`src/rtl/cpu_sequencer.sv`:
```
// cpu_sequencer: single-clock instruction sequencer.
// Steps one instruction at a time through fetch, decode, execute, memory and
// writeback, emitting one-cycle enables for the IR, PC, register file and
// memory. Memory reads either take a fixed number of wait states or wait for
// mem_ready, with a bus timeout. Illegal opcodes and bus timeouts park the
// sequencer in TRAP until reset. A retired-instruction counter counts every
// writeback.
module cpu_sequencer #(
    parameter int USE_READY = 0,   // 0: fixed MEM_WAIT latency, 1: mem_ready handshake
    parameter int MEM_WAIT  = 1,   // wait cycles per read when USE_READY=0 (1..15)
    parameter int TIMEOUT   = 15,  // cycles without mem_ready before trap (1..255)
    parameter int CNT_W     = 32   // instret width
) (
    input  logic             clk,
    input  logic             reset,
    input  logic             run,
    input  logic             step,
    input  logic [6:0]       opcode,
    input  logic             mem_ready,
    output logic             mem_en,
    output logic             ra_sel,
    output logic             ir_en,
    output logic             mem_wen_en,
    output logic             wb_en,
    output logic             pc_en,
    output logic [3:0]       state,
    output logic             halted,
    output logic             trap,
    output logic [1:0]       trap_cause,
    output logic [CNT_W-1:0] instret
);

    typedef enum logic [3:0] {
        S_IDLE       = 4'd0,
        S_FETCH      = 4'd1,
        S_FETCH_WAIT = 4'd2,
        S_DECODE     = 4'd3,
        S_EXECUTE    = 4'd4,
        S_MEM        = 4'd5,
        S_MEM_WAIT   = 4'd6,
        S_WRITEBACK  = 4'd7,
        S_TRAP       = 4'd8
    } state_t;

    localparam logic [6:0] OP_LOAD   = 7'b0000011;
    localparam logic [6:0] OP_STORE  = 7'b0100011;
    localparam logic [6:0] OP_BRANCH = 7'b1100011;

    localparam logic [1:0] CAUSE_NONE    = 2'b00;
    localparam logic [1:0] CAUSE_ILLEGAL = 2'b01;
    localparam logic [1:0] CAUSE_BUS     = 2'b10;

    localparam bit         HANDSHAKE    = (USE_READY != 0);
    localparam logic [7:0] WAIT_LAST    = 8'(MEM_WAIT - 1);
    localparam logic [7:0] TIMEOUT_LAST = 8'(TIMEOUT - 1);

    state_t             state_q;
    logic [7:0]         wait_cnt_q;
    logic [1:0]         trap_cause_q;
    logic [CNT_W-1:0]   instret_q;
    logic               step_q;

    logic               is_load;
    logic               is_store;
    logic               is_branch;
    logic               is_legal;
    logic               step_rise;
    logic               wait_done;
    logic               wait_timeout;

    // Opcode classification from the instruction register.
    always_comb begin
        is_load   = (opcode == OP_LOAD);
        is_store  = (opcode == OP_STORE);
        is_branch = (opcode == OP_BRANCH);
        case (opcode)
            7'b0000011, 7'b0100011, 7'b1100011,
            7'b0110011, 7'b0010011, 7'b1101111,
            7'b1100111, 7'b0110111, 7'b0010111: is_legal = 1'b1;
            default:                            is_legal = 1'b0;
        endcase
    end

    // Wait-state completion and timeout; a ready on the timeout cycle wins.
    always_comb begin
        step_rise    = step & ~step_q;
        wait_done    = HANDSHAKE ? mem_ready : (wait_cnt_q == WAIT_LAST);
        wait_timeout = HANDSHAKE && !mem_ready && (wait_cnt_q == TIMEOUT_LAST);
    end

    // Sequencer state, wait counter, trap cause, instret and step edge detect.
    always_ff @(posedge clk) begin
        // NOTE: every register here uses <= so all of them sample the
        // pre-edge values; a blocking = would let later lines see new state.
        if (reset) begin
            state_q      <= S_IDLE;
            wait_cnt_q   <= 8'd0;
            trap_cause_q <= CAUSE_NONE;
            instret_q    <= '0;
            step_q       <= 1'b0;
        end else begin
            step_q <= step;
            case (state_q)
                S_IDLE: begin
                    if (run || step_rise) state_q <= S_FETCH;
                end
                S_FETCH: begin
                    wait_cnt_q <= 8'd0;
                    state_q    <= S_FETCH_WAIT;
                end
                S_FETCH_WAIT: begin
                    wait_cnt_q <= wait_cnt_q + 8'd1;
                    if (wait_done) begin
                        state_q <= S_DECODE;
                    end else if (wait_timeout) begin
                        state_q      <= S_TRAP;
                        trap_cause_q <= CAUSE_BUS;
                    end
                end
                S_DECODE: begin
                    if (is_legal) begin
                        state_q <= S_EXECUTE;
                    end else begin
                        state_q      <= S_TRAP;
                        trap_cause_q <= CAUSE_ILLEGAL;
                    end
                end
                S_EXECUTE: begin
                    state_q <= (is_load || is_store) ? S_MEM : S_WRITEBACK;
                end
                S_MEM: begin
                    // Stores are posted: the single MEM cycle carries the strobe.
                    wait_cnt_q <= 8'd0;
                    state_q    <= is_store ? S_WRITEBACK : S_MEM_WAIT;
                end
                S_MEM_WAIT: begin
                    wait_cnt_q <= wait_cnt_q + 8'd1;
                    if (wait_done) begin
                        state_q <= S_WRITEBACK;
                    end else if (wait_timeout) begin
                        state_q      <= S_TRAP;
                        trap_cause_q <= CAUSE_BUS;
                    end
                end
                S_WRITEBACK: begin
                    instret_q <= instret_q + CNT_W'(1);
                    state_q   <= run ? S_FETCH : S_IDLE;
                end
                S_TRAP: begin
                    // Parked until reset; run and step are ignored.
                end
                default: state_q <= S_IDLE;
            endcase
        end
    end

    // Moore strobe decode from the current state; ir_en also needs wait_done.
    always_comb begin
        // NOTE: every output gets a default before the case so no path
        // through it leaves a signal unassigned, which would infer a latch.
        mem_en     = 1'b0;
        ra_sel     = 1'b0;
        ir_en      = 1'b0;
        mem_wen_en = 1'b0;
        wb_en      = 1'b0;
        pc_en      = 1'b0;
        case (state_q)
            S_FETCH: begin
                mem_en = 1'b1;
            end
            S_FETCH_WAIT: begin
                mem_en = 1'b1;
                ir_en  = wait_done;
            end
            S_MEM: begin
                mem_en     = 1'b1;
                ra_sel     = 1'b1;
                mem_wen_en = is_store;
            end
            S_MEM_WAIT: begin
                mem_en = 1'b1;
                ra_sel = 1'b1;
            end
            S_WRITEBACK: begin
                wb_en = !(is_store || is_branch);
                pc_en = 1'b1;
            end
            default: begin
            end
        endcase
    end

    assign state      = state_q;
    assign halted     = (state_q == S_IDLE) || (state_q == S_TRAP);
    assign trap       = (state_q == S_TRAP);
    assign trap_cause = trap_cause_q;
    assign instret    = instret_q;

endmodule
```
`config.mk`:
```
export PLATFORM = sky130hd
export DESIGN_NAME = cpu_sequencer
export DESIGN_NICKNAME = d
export VERILOG_FILES = /design/src/rtl/cpu_sequencer.sv
export SDC_FILE = /design/constraint.sdc
export NUM_CORES = 1
export LEC_CHECK = 0
export CELL_PAD_IN_SITES_DETAIL_PLACEMENT = 0
export CELL_PAD_IN_SITES_GLOBAL_PLACEMENT = 1
export CORE_ASPECT_RATIO = 1.5
export CORE_MARGIN = 8
export CORE_UTILIZATION = 39
export DETAILED_ROUTE_END_ITERATION = 8
export HOLD_SLACK_MARGIN = 0.12
export MAX_ROUTING_LAYER = met4
export PLACE_DENSITY = 0.87
export SETUP_SLACK_MARGIN = 0.05
export SLEW_MARGIN = 10
export SYNTH_ARGS = -nofsm -noshare
export SYNTH_HDL_FRONTEND = slang
export SYNTH_SLANG_ARGS = --single-unit
```
`constraint.sdc`:
```
create_clock -name clk -period 4.77 [get_ports clk]
set_input_delay 1.1925 -clock clk [delete_from_list [all_inputs] [get_ports clk]]
set_output_delay 1.1925 -clock clk [all_outputs]
set_load 0.01 [all_outputs]
```
Word-level counts from Yosys, hierarchy flattened
Cells that the tools add are included.

Flip-flop bits (word level): 46. Latch bits: 0. RAM bits: 0. Memory bits (read-only): 0. Output and inout bits: 46. Word-level logic and storage cells: 62. Memories kept: 0.

$add $sub $neg: 2. Multiply operators: 0. Div/mod/pow operators: 0. Order comparisons: 0. Equality and inequality tests: 20. Shift operators: 0. Muxes and demuxes: 16. Bitwise operators: 4. Reductions and logical operators: 15.

Operators by type and width (count): $pmux W4 S9 (1); $add A32 B1 Y32 const B (1); $eq A7 B6 Y1 const B (3); $eq A7 B7 Y1 const B (3); $eq A4 B3 Y1 const B (4); $mux W4 (4); $pmux W8 S2 (1); $eq A7 B5 Y1 const B (2); $mux W1 (9); $reduce_or A9 Y1 (1); $add A8 B1 Y8 const B (1); $eq A4 B2 Y1 const B (2); $logic_not A8 Y1 (1); $eq A7 B2 Y1 const B (1); $ne A2 B2 Y1 const B (3); $reduce_or A2 Y1 (3); $eq A4 B1 Y1 const B (1); $eq A4 B4 Y1 const B (1); $logic_not A4 Y1 (1); $logic_or A1 B1 Y1 (4); $reduce_and A4 Y1 (1); $reduce_or A4 Y1 (1); $not A1 Y1 (3); $mux W2 (1); other kinds (4) (4).

Depth between registers and ports, before layout
Depth after elaboration: 5. Depth in mapped cells: 7. Mapped depth without buffers: 6.

Worst setup path after synthesis
No wires, ideal clock.

Path kind: input to output. Start point: input opcode[2]. End point: output mem_wen_en. Arrival time: 1.799 ns. Setup slack: 1.778 ns. Cell stages on the path: 2. Path buffers: 0. Cells stage by stage: nor4_1 -> and3_1.

Longest elaborated chain between the ends: 2.

RTL lines: start: declaration (RTL line 18) `input logic [6:0] opcode,`; $eq A7 B6 Y1 (RTL line 74) `is_store = (opcode == OP_STORE);`; $mux W1 (RTL line 167) `case (state_q)`; end: declaration (RTL line 23) `output logic mem_wen_en,`.

No other way between the ends.

Final worst setup path
Same ends and word-level chain as after synthesis.

==> summary by stage <==
Routing
The routed layout has 2,315 vias. Dividing the detail-routed wire length by the instance count gives 14.7 um. The detailed router's first-iteration violation count is 100. The number of detailed-route iterations in the first pass is 4. The aggregate routed wire length is 6.03 mm. For this run, design rule violations remaining after detail routing come to 0. The number of antenna-violating nets in the routed design is 0.

Using the TritonRoute via totals, the vias-per-cell ratio works out to 5.66.

Global route
In the global route stage, met2 resource usage came out at 23.1%. For this run the aggregate overflow at the end of global routing stands at 0. The global routing stage identified its most utilized layer as met2.

The largest net degree at the start of global routing is 51. For this run, the total global-route usage over all layers was measured as 14.0%. The via count of the first global-routing pass is 2,151. Global routing consumed, on the met1 layer, 16.4% of the routing resources. The number of antenna violations at the first check in global routing is 0. The first global-routing pass estimated 10.2 mm of wire. Global routing consumed, on the met3 layer, 2.90% of the routing resources.

Worst setup path
The kind of launch point of the worst setup path is an input pin. The largest stage delay on the critical path is 550 ps. The startpoint-to-endpoint class of the critical path is input pin to output pin.

The data arrival time of the critical path is 2890 ps. The most repeated library cell on the critical path is clkdlybuf4s50_1. The standard cell with the maximum stage delay on the critical path is clkdlybuf4s50_1. The setup slack on the worst flop-to-flop path is 2390 ps. Traced cell by cell, the critical path runs through clkdlybuf4s50_1, nor4_1, and3_1, clkdlybuf4s50_1. Data on the critical path is required at its endpoint by 3580 ps. The worst setup path is captured at an output pin. The peak fanout along the critical path is 3.

Clock network
Clock latency on the worst-skew pair, taken at its later pin, is 300 ps. The cts-stage hold buffer count is 0. In this run, CTS created clock tree buffers numbering 5. The number of buffers on the longest clock path is 2. CTS built an H-tree with a depth of 2. The post-CTS clock slew at the launch and capture registers of the worst setup and hold paths is 80 ps. The number of gates resized after CTS was 0. The number of clock sinks is 46. The root buffer cell chosen for the clock tree is clkbuf_8. The TritonCTS clock tree is yes. The count of buffers added by post-CTS timing repair for setup is 0.

Pwr
Power spread over the standard cell area amounts to 237 nW/um^2. IR analysis of the VDD net gives a maximum drop of 142 uV. The leakage power is 0.00101 uW.

Job
The max-cap check violation count is 0.

Yosys
The synthesized design contains 46 register bits. Ranked by instance count, the synthesized netlist is headed by dfxtp_1, a21oi_1, nand2_1. Summing every instance area after synthesis gives 2380 um^2. Summed over all instances, the cell type with the most area after synthesis is dfxtp_1. In this run, synthesis inferred 0 flip-flops with an integrated enable. The per-instance average area after synthesis is 8.16 um^2. The synthesized netlist contains 46 unique library cells. The most common cell in the synthesized netlist is dfxtp_1. The proportion of synthesized flip-flops having asynchronous set or reset is 0%. The net count after synthesis is 307. After technology mapping, the gate count stands at 292. After synthesis, flip-flops and latches occupy 38.6% of the total area. In this run the biggest area consumer among cell types represents 38.6% of the synthesized area. Among all flip-flop cells after synthesis, the most frequent one is dfxtp_1. The Yosys warning count is 0. After synthesis, the cell types taking the most area are dfxtp_1, a21oi_1, or4_1.

Die
Measured along the x axis, the die boundary spans 79.8 um. For this configuration, the core starts out at a cell density of 39.4%. The die is 112 um tall. The floorplan row count is 35.

The die covers 8920 um^2. The floorplan step defined a core boundary enclosing 6040 um^2. 58 I/O pins were placed.

Placed design
The HPWL after detailed placement is 4.29 mm. Routability-driven placement finished with a final weighted congestion of 0.756. Port buffering added 55 buffers.

STA
The worst path needs 4080 ps of the cycle, external delays included. On the final layout, the worst hold slack is 452 ps. At the pin with the least slew margin, the transition time is 690 ps. Setup repair after global routing left no endpoint under its margin. The max-slew violation count is 0. The setup clock skew after layout is 9.97 ps. The final number of hold-violating endpoints is 0. Static timing analysis puts the maximum clock frequency at 245 MHz. The final clock period utilization by the worst path is 85.6%. The headroom to the max-slew limit is 54.0%.

The final-layout setup total negative slack is 0 ps. Setup violations remaining at the end of the flow were counted as 0.

Layout
The number of filler cells placed in the layout is 616. The area added between synthesis and finish is 26.8%. The area taken by flip-flops and latches is 921 um^2. The total number of nets in the final design is 350. In the final layout, the multi-input gates occupy 1330 um^2. The number of antenna diodes in the final layout is 0. The proportion of layout cells with a drive suffix above 1 is 5.37%.

Status
The flow ran to the end, and the final reports show no timing, DRC or antenna violations.

Min path
The worst min-delay path class is flop to flop.
cell families after synthesis:
family	after synthesis	synth area share, %
AO/OA/AOI/OAI	65	17.0
multiplexers	4	1.89
buffers and inverters	30	5.41
adder cells (fa/ha/maj)	3	1.57
other	1	0.157
AND/OR/NAND/NOR	132	31.3
XOR/XNOR	11	4.04
flip-flops	46	38.6
stage by stage:
step | std cells | instance area [um^2] | power, uW | util (%) | setup WS, ps
final | 409 | 3020 | 717 | 50.0 | 687
after floorplan | 292 | 2380 | 457 | - | 1780
after global placement | 402 | 2940 | 496 | 48.7 | 687
after global routing | 409 | 3020 | 749 | 50.0 | 617
after detailed placement | 402 | 2940 | 497 | 48.7 | 679
after CTS | 409 | 3020 | 725 | 50.0 | 672
worst max-delay path: cells and delay by family:
kind	cells	cell delay (ps)
and+or+nand+nor	2	710
buffers and inverters	2	990
state kept, by name, indices dropped and copies added, names as in the netlist:
register,cells
state,4
wait_cnt_q,8
step_q,1
instret,32
trap_cause,1
layer usage:
| metal | part of all wire [%] | up-vias |
|---|---|---|
| met4 | 0.85 | 0 |
| met1 | 45 | 1112 |
| met2 | 50 | 39 |
| li1 | - | 1159 |
| met3 | 4.0 | 5 |
| met5 | 0 | - |
cell usage in the layout, fill, tap and decap left out, types with 2 or more instances in the layout:
cell,n
o21ai_0,8
or2_2,2
inv_1,10
or3_1,4
xnor2_1,3
nor2_1,23
nor4_1,8
and3_1,5
ha_1,3
a31oi_1,2
nor4b_1,2
clkdlybuf4s50_1,55
o31ai_1,15
dfxtp_1,46
a311oi_1,2
mux2_2,4
nand2b_1,3
clkbuf_8,5
clkinv_2,2
or4_1,17
and4_1,4
nor3_1,3
nand2_1,27
xor2_1,8
a21oi_1,28
a211oi_1,3
nand4_1,10
nor2b_1,5
nand3_1,12
power breakdown:
group          switching [uW]  internal [uW]
sequential               12.8            389
combinational            44.5           40.9
clock                     131           98.7
cell type report:
| class | instances | area share (%) |
|---|---|---|
| clock inverters | 2 | 0.331 |
| inverters | 10 | 1.24 |
| well taps | 74 | 3.06 |
| flip-flops and latches | 46 | 30.5 |
| clock buffers | 5 | 2.28 |
| repair buffers | 56 | 18.5 |
| multi-input cells | 216 | 44.1 |
final timing paths:
check | startpoint | end | cells past startpoint
min | trap_cause[0]$_SDFFE_PP0P_ | trap_cause[0]$_SDFFE_PP0P_ | 2
min reg2reg | trap_cause[0]$_SDFFE_PP0P_ | trap_cause[0]$_SDFFE_PP0P_ | 2
max reg2reg | state[0]$_SDFFE_PP0P_ | instret[25]$_SDFFE_PP0N_ | 5
max | opcode[2] | mem_wen_en | 4
Power figures use the tool's default switching activity.
